[config.mk]
export PLATFORM = sky130hd
export DESIGN_NAME = mips_dbg_ctrl
export DESIGN_NICKNAME = d
export VERILOG_FILES = /design/src/rtl/mips_dbg_pkg.sv /design/src/rtl/mips_dbg_snap_ram.sv /design/src/rtl/mips_dbg_ctrl.sv
export SDC_FILE = /design/constraint.sdc
export NUM_CORES = 1
export LEC_CHECK = 0
export CORE_MARGIN = 1.5
export CORE_UTILIZATION = 40
export CTS_BUF_LIST = sky130_fd_sc_hd__clkbuf_8
export DETAILED_ROUTE_END_ITERATION = 10
export PLACE_DENSITY = 0.58
export SKIP_LAST_GASP = 1
export SLEW_MARGIN = 20
export SYNTH_ARGS = -nofsm -noshare
export SYNTH_HDL_FRONTEND = slang
export SYNTH_SLANG_ARGS = --single-unit
export TNS_END_PERCENT = 30
[constraint.sdc]
create_clock -name clk -period 6.55 [get_ports clk]
set_clock_uncertainty 0.05 [all_clocks]
set_input_delay 1.965 -clock clk [delete_from_list [all_inputs] [get_ports clk]]
set_output_delay 1.965 -clock clk [all_outputs]
set_load 0.05 [all_outputs]
[src/rtl/mips_dbg_pkg.sv]
// Shared types and default constants for the mips debug/stimulus controller.
package mips_dbg_pkg;

  typedef enum logic [1:0] {HOLD, IDLE, STEP, SCAN} dbg_state_e;

  localparam int DEF_ADDR_W     = 7;
  localparam int DEF_DATA_W     = 32;
  localparam int DEF_RST_CYCLES = 5;
  localparam int DEF_SCAN_DEPTH = 32;
  localparam int DEF_IRQ_CH     = 2;
  localparam int DEF_CNT_W      = 32;

  // One address-drive cycle per entry plus one trailing cycle for the last write.
  localparam int DEF_SCAN_LEN   = DEF_SCAN_DEPTH + 1;

  function automatic int scan_len(input int depth);
    return depth + 1;
  endfunction

endpackage

[src/rtl/mips_dbg_snap_ram.sv]
// Snapshot storage: one synchronous write port, one asynchronous read port, no reset.
module mips_dbg_snap_ram #(
  parameter int DEPTH = 32,
  parameter int IW    = 5,
  parameter int DW    = 32
) (
  input  logic          clk,
  input  logic          we,
  input  logic [IW-1:0] waddr,
  input  logic [DW-1:0] wdata,
  input  logic [IW-1:0] raddr,
  output logic [DW-1:0] rdata
);

  logic [DW-1:0] mem_q [DEPTH];

  always_ff @(posedge clk) begin
    if (we) begin
      mem_q[waddr] <= wdata;
    end
  end

  // A same-cycle read of the written address sees the old word.
  assign rdata = mem_q[raddr];

endmodule

[src/rtl/mips_dbg_ctrl.sv]
// Debug/stimulus controller for the mips core: reset hold, step/run, post-step snapshot, IRQ injection.
// Optional previous-bank comparison enabled with `define MIPS_DBG_SCAN_CMP_EN.
module mips_dbg_ctrl
  import mips_dbg_pkg::*;
#(
  parameter int ADDR_W     = DEF_ADDR_W,
  parameter int DATA_W     = DEF_DATA_W,
  parameter int RST_CYCLES = DEF_RST_CYCLES,
  parameter int SCAN_DEPTH = DEF_SCAN_DEPTH,
  parameter int IRQ_CH     = DEF_IRQ_CH,
  parameter int CNT_W      = DEF_CNT_W
) (
  input  logic                    clk,
  input  logic                    rst,
  input  logic                    run,
  input  logic                    step_req,
  output logic                    cpu_rst,
  output logic                    debug_en,
  output logic                    debug_step,
  output logic [ADDR_W-1:0]       debug_addr,
  input  logic [DATA_W-1:0]       debug_data,
  input  logic [ADDR_W-1:0]       snap_raddr,
  output logic [DATA_W-1:0]       snap_rdata,
  output logic                    scan_busy,
  output logic                    scan_done,
  output logic [CNT_W-1:0]        step_cnt,
  input  logic [IRQ_CH-1:0]       irq_arm,
  input  logic [IRQ_CH*CNT_W-1:0] irq_at,
  output logic [IRQ_CH-1:0]       interrupter,
`ifdef MIPS_DBG_SCAN_CMP_EN
  output logic                    snap_diff,
  output logic [ADDR_W-1:0]       diff_addr,
`endif
  output dbg_state_e              state_o
);

  localparam int SCAN_LEN = scan_len(SCAN_DEPTH);
  localparam int SC_W     = (SCAN_LEN > 1) ? $clog2(SCAN_LEN) : 1;
  localparam int HC_W     = $clog2(RST_CYCLES + 1);
  localparam int IW       = (SCAN_DEPTH > 1) ? $clog2(SCAN_DEPTH) : 1;
  localparam logic [ADDR_W:0] DEPTH_V = SCAN_DEPTH[ADDR_W:0];

  dbg_state_e        state_q;
  logic [HC_W-1:0]   hold_q;
  logic [SC_W-1:0]   scan_q;
  logic              cpu_rst_q, debug_en_q, debug_step_q, scan_done_q;
  logic [ADDR_W-1:0] debug_addr_q;
  logic [CNT_W-1:0]  step_cnt_q, step_cnt_d;
  logic [IRQ_CH-1:0] irq_q, irq_d;

  logic              step_go, cnt_inc, wr_en, rd_ok;
  logic [IW-1:0]     wr_idx;
  logic [DATA_W-1:0] ram_rdata;

  always_comb begin
    step_go    = (state_q == IDLE) && !run && step_req;
    cnt_inc    = (state_q == IDLE) && (run || step_req);
    step_cnt_d = cnt_inc ? step_cnt_q + CNT_W'(1) : step_cnt_q;
    irq_d      = '0;
    for (int i = 0; i < IRQ_CH; i++) begin
      irq_d[i] = cnt_inc && irq_arm[i] && (step_cnt_d == irq_at[i*CNT_W +: CNT_W]);
    end
    // scan_q counts SCAN cycles; the word for address n lands in cycle n+1.
    wr_en  = (state_q == SCAN) && (scan_q != '0) && !rst;
    wr_idx = IW'(scan_q - SC_W'(1));
    rd_ok  = {1'b0, snap_raddr} < DEPTH_V;
  end

  always_ff @(posedge clk) begin
    if (rst) begin
      state_q      <= HOLD;
      hold_q       <= HC_W'(RST_CYCLES);
      scan_q       <= '0;
      cpu_rst_q    <= 1'b1;
      debug_en_q   <= 1'b1;
      debug_step_q <= 1'b0;
      debug_addr_q <= '0;
      scan_done_q  <= 1'b0;
      step_cnt_q   <= '0;
      irq_q        <= '0;
    end else begin
      step_cnt_q   <= step_cnt_d;
      irq_q        <= irq_d;
      debug_step_q <= 1'b0;
      scan_done_q  <= 1'b0;
      case (state_q)
        HOLD: begin
          if (hold_q == HC_W'(1)) begin
            state_q   <= IDLE;
            cpu_rst_q <= 1'b0;
          end else begin
            hold_q <= hold_q - HC_W'(1);
          end
        end
        IDLE: begin
          debug_en_q <= ~run;
          if (step_go) begin
            state_q      <= STEP;
            debug_step_q <= 1'b1;
            debug_en_q   <= 1'b1;
          end
        end
        STEP: begin
          state_q      <= SCAN;
          scan_q       <= '0;
          debug_addr_q <= '0;
        end
        SCAN: begin
          scan_q <= scan_q + SC_W'(1);
          if (scan_q == SC_W'(SCAN_DEPTH)) begin
            state_q <= IDLE;
          end else if (scan_q == SC_W'(SCAN_DEPTH - 1)) begin
            scan_done_q  <= 1'b1;
            debug_addr_q <= '0;
          end else begin
            debug_addr_q <= debug_addr_q + ADDR_W'(1);
          end
        end
        default: state_q <= HOLD;
      endcase
    end
  end

  mips_dbg_snap_ram #(.DEPTH(SCAN_DEPTH), .IW(IW), .DW(DATA_W)) u_snap (
    .clk   (clk),
    .we    (wr_en),
    .waddr (wr_idx),
    .wdata (debug_data),
    .raddr (snap_raddr[IW-1:0]),
    .rdata (ram_rdata)
  );

`ifdef MIPS_DBG_SCAN_CMP_EN
  logic [DATA_W-1:0] prev_word;
  logic              word_neq, diff_q;
  logic [ADDR_W-1:0] daddr_q;

  mips_dbg_snap_ram #(.DEPTH(SCAN_DEPTH), .IW(IW), .DW(DATA_W)) u_prev (
    .clk   (clk),
    .we    (wr_en),
    .waddr (wr_idx),
    .wdata (debug_data),
    .raddr (wr_idx),
    .rdata (prev_word)
  );

  assign word_neq = wr_en && (prev_word != debug_data);

  // Ascending sweep, so the first difference seen is the lowest address.
  always_ff @(posedge clk) begin
    if (rst || step_go) begin
      diff_q  <= 1'b0;
      daddr_q <= '0;
    end else if (word_neq && !diff_q) begin
      diff_q  <= 1'b1;
      daddr_q <= ADDR_W'(wr_idx);
    end
  end

  assign snap_diff = diff_q | word_neq;
  assign diff_addr = diff_q ? daddr_q : (word_neq ? ADDR_W'(wr_idx) : '0);
`endif

  assign cpu_rst     = cpu_rst_q;
  assign debug_en    = debug_en_q;
  assign debug_step  = debug_step_q;
  assign debug_addr  = debug_addr_q;
  assign scan_done   = scan_done_q;
  assign scan_busy   = (state_q == STEP) || (state_q == SCAN);
  assign step_cnt    = step_cnt_q;
  assign interrupter = irq_q;
  assign snap_rdata  = rd_ok ? ram_rdata : '0;
  assign state_o     = state_q;

endmodule

==> results_dict.tcl, run 1 <==
set metrics [dict create \
    peakVddDrop_uv 158 \
    hp-class "reg -> reg" \
    pre_cts_ws_ns 0.213 \
    rsz0062_at_grt "no" \
    cts_root_buf "clkbuf_8" \
    area_delta_synth_final_pct 17.4 \
    grt_util_all_layers_pct 20.5 \
    tightest_slew_ns 1.10 \
    p_comb_share_pct 6.5 \
    drt_iter0_drc 2225 \
    r2r_slack_ns 2.80 \
    final_max_slew_viol_count 0 \
    final_common_cell "edfxtp_1" \
    synth.avg_cell_area_um2 20.8 \
    netlist_instances 2087 \
    layout.area.seq_um2 31900 \
    slew_headroom_pct 26.8 \
    grt_max_degree 64 \
    final_cell_mix "edfxtp_1, mux4_2, clkbuf_8" \
    die_w_um 332 \
    clk_path_buf_depth 3 \
    p_clk_share_pct 39.0 \
    switching_share_pct 22.7 \
    grt_pass1_wl_um 162000 \
    powerDensity_nw_per_um2 274 \
    clk_latency_ns 0.81 \
    port_buffers 188 \
    p_int_mw 10.8 \
    ys_async_sr_fraction_pct 0 \
    initial_core_util_pct 40.4 \
    drive_gt1_share_pct 27.8 \
    ys_ff_latch 1080 \
    critPathKind "in -> out" \
    vias 22400 \
    tns_ns 0 \
    routedWlPerCell_um 28.4 \
    nets 2549 \
    crit_arrival_ns 4.25 \
    hold_ws_ns 0.445 \
    grt_pass1_vias 23600 \
    gp_congestion 0.848 \
    fin_total_pwr_mw 13.9 \
    hold_violations 0 \
    p_sw_mw 3.17 \
    clk_pin_slew_ns 0.05 \
    finalSetupViolations 0 \
    post_cts_buffers 0 \
    rows 120 \
    pwr-share-seq_pct 54.5 \
    yosysWarningCount 0 \
    dp_hpwl_um 64600 \
    leakagePower_nw 16.2 \
    die_h_um 332 \
    ys_seq_area_share_pct 73.5 \
    multi_input_area_um2 11200 \
    synth.distinct_cells 68 \
    max_freq_mhz 160 \
    cp-start-kind "primary input" \
    coreArea_um2 107000 \
    postCtsHoldBufs 0 \
    crit_required_ns 4.53 \
    ys.flop_type "edfxtp_1" \
    die_area_um2 110000 \
    final_antenna_net_count 0 \
    status "complete, no violations" \
    cts_resized 0 \
    synth_nets 2209 \
    layout_setup_ws_ns 0.286 \
    fin_crit_sh_pct 95.6 \
    synth_edf_count 1024 \
    ff2ff_path_depth 8 \
    max-cap-violations 0 \
    cts_sinks 1080 \
    drt_pass1_iterations 5 \
    h-tree-depth 4 \
    drc 0 \
    pin_count 189 \
    cts_tree "built" \
    wl_um 113000 \
    viasPerCell 5.65 \
    holdPathStages 1 \
    grt-ovfl-total 0 \
    crit_fanout 27 \
    finalCriticalPeriod_ns 6.26 \
    cts_buffers 176 \
    synthesis.area_um2 43300 \
    fill_cells 8960 \
    antenna_found_initial 3 \
    end_kind "output port" \
]
-- critical path: stages --
cell and delay (ns):
buf_8 0.18, buf_12 0.25, mux4_2 0.57, mux4_2 0.48
mux2i_1 0.31, buf_4 0.19, nor2_1 0.04, buf_4 0.20
-- logic make-up after synthesis --
logic type,Yosys count,share of synthesized area (%)
AND/OR/NAND/NOR,317,3.68
AO/OA/AOI/OAI,82,1.33
buffers and inverters,139,1.27
flip-flops,1080,73.5
multiplexers,361,17.6
XOR/XNOR,95,2.25
adder cells (fa/ha/maj),13,0.375
-- layout make-up --
cell class              count  share of cell area [%]
flip-flops and latches   1080                    62.6
multi-input cells         868                    21.9
repair buffers            279                    5.47
clock buffers             180                    4.87
well taps                1403                    3.45
clock inverters           137                    1.48
inverters                  22                   0.162
diodes                      2                 0.00983
-- cells in the mapped netlist (all sizes together) (3+ instances only) --
| master | count | area share, % |
|---|---|---|
| o311ai | 3 | 0.061 |
| a2111oi | 5 | 0.10 |
| nand4 | 20 | 0.32 |
| nor3 | 27 | 0.31 |
| mux4 | 320 | 17 |
| nand2 | 37 | 0.32 |
| a21oi | 21 | 0.24 |
| clkbuf | 79 | 0.68 |
| or2 | 3 | 0.043 |
| xnor2 | 57 | 1.2 |
| a31oi | 5 | 0.072 |
| nand3 | 22 | 0.25 |
| dfxtp | 56 | 2.6 |
| inv | 22 | 0.19 |
| and3 | 11 | 0.16 |
| and4 | 7 | 0.14 |
| xnor3 | 7 | 0.36 |
| mux2i | 40 | 0.92 |
| nor3b | 6 | 0.10 |
| nor2b | 3 | 0.043 |
| edfxtp | 1024 | 71 |
| ha | 13 | 0.38 |
| or3 | 6 | 0.087 |
| xor2 | 28 | 0.57 |
| o21ai | 16 | 0.18 |
| or4 | 5 | 0.10 |
| nor4 | 16 | 0.26 |
| a311oi | 5 | 0.10 |
| xor3 | 3 | 0.16 |
| nor2 | 130 | 1.1 |
| nand3b | 3 | 0.052 |
| nand2b | 15 | 0.22 |
| buf | 38 | 0.40 |
-- state kept, by name, summed over array words and instances (netlist names) --
signal / flops
cpu_rst: 1
debug_addr: 7
debug_en: 1
debug_step: 1
hold_q: 3
interrupter: 2
scan_done: 1
scan_q: 6
state_o: 2
step_cnt: 32
u_snap.mem_q: 1024
-- worst paths after layout --
kind / from / endpoint
worst max register to register: scan_q[0] / u_snap.mem_q[8][4]
worst min-delay path: cpu_rst / cpu_rst
worst min register to register: cpu_rst / cpu_rst
worst max-delay path: snap_raddr[0] / snap_rdata[2]
-- power by group through the flow --
stage	Combinational (mW)	Clock [mW]	Sequential [mW]
2_1_floorplan	0.508	0	7.76
3_3_place_gp	0.898	0	7.74
3_5_place_dp	0.919	0	7.74
4_1_cts	0.921	5.57	7.59
5_1_grt	0.970	5.86	7.59
6_report	0.905	5.43	7.59
-- metal layers --
metal	vias to the layer above	wire, um	global-route usage, %	share of wire, %
li1	9360	-	-	-
met1	12000	47200	27.9	42
met2	892	55300	33.3	49
met3	199	7530	4.12	6.7
met4	0	2840	6.39	2.5
met5	-	0	0	0
-- metrics by stage --
stage / utilization, % / std cells / area (um^2)
5_1_grt: 47.5 / 3971 / 50900
3_3_place_gp: 44.5 / 3652 / 47700
2_1_floorplan: - / 2087 / 43300
6_report: 47.5 / 3971 / 50900
3_5_place_dp: 44.5 / 3652 / 47700
4_1_cts: 47.5 / 3969 / 50900
No activity file was read; power rests on OpenSTA's default activity.
==> inputs of run 2 (changes only) <==
CELL_PAD_IN_SITES_DETAIL_PLACEMENT = 0   (was default)
CELL_PAD_IN_SITES_GLOBAL_PLACEMENT = 1   (was default)
PLACE_DENSITY = 0.63   (was 0.58)
==> results_dict.tcl, run 2 (synthesis results as in run 1) <==
set metrics [dict create \
    status "complete, no violations" \
    ff2ff_path_depth 6 \
    cts_root_buf "clkbuf_8" \
    area_delta_synth_final_pct 16.9 \
    fin_crit_sh_pct 94.4 \
    pin_count 189 \
    nets 2544 \
    rows 120 \
    die_w_um 332 \
    clk_pin_slew_ns 0.05 \
    max-cap-violations 0 \
    finalCriticalPeriod_ns 6.18 \
    clk_latency_ns 0.85 \
    grt_pass1_wl_um 163000 \
    critPathKind "in -> out" \
    holdPathStages 2 \
    hold_ws_ns 0.457 \
    drt_pass1_iterations 5 \
    holdPathEnd "hold_q[1]" \
    final_antenna_net_count 0 \
    dp_hpwl_um 63100 \
    antenna_found_initial 4 \
    largest_register "u_snap.mem_q" \
    final_common_cell "edfxtp_1" \
    clk_path_buf_depth 3 \
    cp_cell_sequence "buf_8, buf_12, mux4_2, mux4_2, mux2i_1, nor2_1, buf_4" \
    max_freq_mhz 162 \
    cp-start-kind "primary input" \
    die_area_um2 110000 \
    peakVddDrop_uv 149 \
    tightest_slew_ns 1.05 \
    post_cts_buffers 0 \
    routedWlPerCell_um 28.5 \
    largest_register_ffs 1024 \
    max_stage_delay_ns 0.56 \
    tns_ns 0 \
    drive_gt1_share_pct 27.6 \
    crit_fanout 43 \
    coreArea_um2 107000 \
    r2r_slack_ns 2.85 \
    postCtsHoldBufs 0 \
    cts_tree "built" \
    r2r-end "u_snap.mem_q[6][15]" \
    gp_congestion 0.830 \
    crit_arrival_ns 4.17 \
    hp-class "reg -> reg" \
    cts_buffers 175 \
    cp_slowest_cell "mux4_2" \
    worstHoldStart "hold_q[1]" \
    slew_headroom_pct 29.8 \
    drt_iter0_drc 1945 \
    fill_cells 8959 \
    rsz0062_at_grt "no" \
    hold_violations 0 \
    leakagePower_nw 16.1 \
    cts_resized 0 \
    cts_sinks 1080 \
    end_kind "output port" \
    finalSetupViolations 0 \
    cpMostUsedCell "mux4_2" \
    reg2reg_from "state_o[1]" \
    grt-ovfl-total 0 \
    powerDensity_nw_per_um2 270 \
    die_h_um 332 \
    grt_pass1_vias 23300 \
    grt_max_degree 56 \
    port_buffers 188 \
    h-tree-depth 4 \
    grt_util_all_layers_pct 20.6 \
    final_cell_mix "edfxtp_1, mux4_2, clkbuf_8" \
    vias 22300 \
    initial_core_util_pct 40.4 \
    drc 0 \
    final_max_slew_viol_count 0 \
    crit_required_ns 4.53 \
    wl_um 113000 \
    viasPerCell 5.63 \
]
-- run 2: cell types whose count changed in the layout (fill, tap and decap cells not counted), moves of 2 or more --
cell / delta
buf_12: -2
buf_4: -2
bufinv_16: -6
clkinv_1: -4
diode_2: +2
inv_1: -5
inv_12: +2
-- run 2: layer usage --
metal | vias up | part of all wire (%) | GRT usage [%] | routed length [um]
li1 | 9364 | - | - | -
met1 | 11900 | 42 | 27.9 | 47400
met2 | 832 | 50 | 34.2 | 56400
met3 | 141 | 6.0 | 3.68 | 6780
met4 | 2 | 1.8 | 5.62 | 2020
met5 | - | 0.0098 | 0 | 11
-- run 2: per-stage QoR --
| stage | area [um^2] | util [%] | power, mW | std cells | worst slack [ns] |
|---|---|---|---|---|---|
| 2_1_floorplan | 43300 | - | 8.27 | 2087 | 0.276 |
| 3_5_place_dp | 47600 | 44.4 | 8.66 | 3648 | 0.316 |
| 4_1_cts | 50700 | 47.3 | 13.8 | 3952 | 0.313 |
| 5_1_grt | 50700 | 47.3 | 14.2 | 3954 | 0.209 |
| 6_report | 50700 | 47.3 | 13.7 | 3956 | 0.369 |
| 3_3_place_gp | 47600 | 44.4 | 8.64 | 3647 | 0.310 |
-- run 2: worst max-delay path by stage --
| stage | startpoint | to | slack, ns | cells after the start |
|---|---|---|---|---|
| final | snap_raddr[0] | snap_rdata[30] | 0.37 | 7 |
| after CTS | snap_raddr[0] | snap_rdata[3] | 0.31 | 7 |
| after global placement | snap_raddr[0] | snap_rdata[3] | 0.31 | 7 |
| after detailed placement | snap_raddr[0] | snap_rdata[3] | 0.32 | 7 |
| after global routing | snap_raddr[0] | snap_rdata[27] | 0.21 | 7 |
| after floorplan | snap_raddr[0] | snap_rdata[10] | 0.28 | 7 |
-- run 2: layout make-up --
| type | count | area, um^2 | share of cell area, % |
|---|---|---|---|
| clock buffers | 179 | 2460 | 4.86 |
| diodes | 4 | 10.0 | 0.0198 |
| clock inverters | 125 | 586 | 1.16 |
| multi-input cells | 868 | 11200 | 22.0 |
| inverters | 22 | 82.6 | 0.163 |
| repair buffers | 275 | 2730 | 5.39 |
| flip-flops and latches | 1080 | 31900 | 62.9 |
| well taps | 1403 | 1760 | 3.46 |
-- run 2: critical path, delay by kind of cell --
family        cells  cell delay (ns)
mux               3             1.28
buf+inv           3             0.79
simple gates      1             0.06
-- run 2: where the power goes --
| part | internal (mW) | leakage (nW) | switching (mW) | total [mW] |
|---|---|---|---|---|
| Sequential | 7.57 | 9.65 | 0.0209 | 7.59 |
| Combinational | 0.401 | 4.68 | 0.505 | 0.906 |
| Clock | 2.54 | 1.77 | 2.62 | 5.17 |
| Total | 10.5 | 16.1 | 3.15 | 13.7 |
==> inputs of run 3 (changes only) <==
DONT_BUFFER_PORTS = 1   (was default)
PLACE_DENSITY = 0.61   (was 0.63)
==> results_dict.tcl, run 3 (synthesis results as in run 1) <==
set metrics [dict create \
    status "complete, no violations" \
    r2r_slack_ns 2.32 \
    drc 0 \
    cts_sinks 1080 \
    fill_cells 9094 \
    clk_latency_ns 0.83 \
    grt_util_all_layers_pct 20.2 \
    hp-class "reg -> reg" \
    die_area_um2 110000 \
    viasPerCell 5.73 \
    cts_root_buf "clkbuf_8" \
    hold_violations 0 \
    area_delta_synth_final_pct 12.6 \
    ff2ff_path_depth 6 \
    finalSetupViolations 0 \
    holdPathEnd "hold_q[2]" \
    drt_pass1_iterations 5 \
    tightest_slew_ns 1.12 \
    end_kind "output port" \
    max-cap-violations 0 \
    clk_path_buf_depth 3 \
    max_freq_mhz 165 \
    pre_cts_ws_ns 0.717 \
    drive_gt1_share_pct 28.1 \
    rows 120 \
    drt_iter0_drc 2148 \
    port_buffers 0 \
    worstSetupStartpoint "snap_raddr[0]" \
    largest_register_ffs 1024 \
    final_max_slew_viol_count 0 \
    crit_fanout 256 \
    peakVddDrop_uv 172 \
    layout_setup_ws_ns 0.484 \
    final_cell_mix "edfxtp_1, mux4_2, clkbuf_8" \
    grt_max_degree 257 \
    rsz0062_at_grt "no" \
    largest_register "u_snap.mem_q" \
    h-tree-depth 4 \
    cts_buffers 175 \
    reg2reg_from "state_o[0]" \
    pin_count 189 \
    cp-start-kind "primary input" \
    leakagePower_nw 15.3 \
    holdPathStages 1 \
    nets 2357 \
    vias 21700 \
    critPathKind "in -> out" \
    coreArea_um2 107000 \
    grt_pass1_wl_um 159000 \
    finalCriticalPeriod_ns 6.07 \
    postCtsHoldBufs 0 \
    final_core_util_pct 45.5 \
    powerDensity_nw_per_um2 278 \
    routedWlPerCell_um 29.3 \
    final_common_cell "edfxtp_1" \
    slew_headroom_pct 25.4 \
    crit_required_ns 4.53 \
    final_antenna_net_count 0 \
    tns_ns 0 \
    grt_pass1_vias 22600 \
    initial_core_util_pct 40.4 \
    dp_hpwl_um 60700 \
    clk_pin_slew_ns 0.06 \
    worstHoldStart "hold_q[2]" \
    crit_arrival_ns 4.05 \
    die_h_um 332 \
    grt-ovfl-total 0 \
    post_cts_buffers 0 \
    antenna_found_initial 2 \
    fin_crit_sh_pct 92.6 \
    wl_um 111000 \
    die_w_um 332 \
    cts_resized 0 \
    gp_congestion 0.823 \
    r2r-end "u_snap.mem_q[23][25]" \
    cts_tree "built" \
]
[run 3: changes by cell type in the layout (fill, tap and decap cells not counted), sizes merged]
cell	change
clkdlybuf4s50	-144
buf	-43
clkinv	+23
inv	-14
bufinv	+6
clkinvlp	-3
diode	-3
clkbuf	+1
[run 3: layer usage]
layer	GRT usage (%)	vias up	part of all wire, %
met3	4.69	204	6.8
li1	-	8990	-
met4	6.45	0	2.5
met2	32.3	824	48
met1	27.4	11600	42
met5	0	-	0
[run 3: layout make-up]
type / instances / area, um^2 / share of cell area [%]
Multi-Input combinational cell: 868 / 11200 / 22.9
Tap cell: 1403 / 1760 / 3.60
Clock inverter: 137 / 757 / 1.55
Antenna cell: 1 / 2.50 / 0.00513
Clock buffer: 180 / 2480 / 5.08
Inverter: 22 / 82.6 / 0.169
Sequential cell: 1080 / 31900 / 65.3
Timing Repair Buffer: 88 / 698 / 1.43
[run 3: stage by stage]
stage               area [um^2]  instances  hold WS, ns  total power, mW
floorplan                 43300       2087        0.410             8.27
global placement          45600       3460        0.418             8.29
detailed placement        45600       3461        0.438             8.29
CTS                       48800       3778        0.449             13.7
global route              48800       3779        0.481             14.0
finish                    48800       3779        0.450             13.6
[run 3: power breakdown]
part | leakage [nW] | total (mW) | switching [mW] | internal, mW
sequential | 9.65 | 7.63 | 0.0581 | 7.57
combinational | 3.84 | 0.521 | 0.226 | 0.295
clock | 1.84 | 5.44 | 2.65 | 2.79
[run 3: critical path, stage by stage]
cell and delay (ns):
mux4_2 0.73, mux4_2 0.47, mux2i_1 0.22, nor2_1 0.06, buf_4 0.21
[run 3: worst max-delay path by stage]
stage                                 to  slack [ns]  depth (start not counted)
after floorplan           snap_rdata[10]        0.28                          7
after global placement    snap_rdata[20]        0.81                          5
after detailed placement  snap_rdata[20]        0.72                          5
after CTS                 snap_rdata[20]        0.71                          5
after global routing      snap_rdata[20]        0.52                          5
final                     snap_rdata[27]        0.48                          5
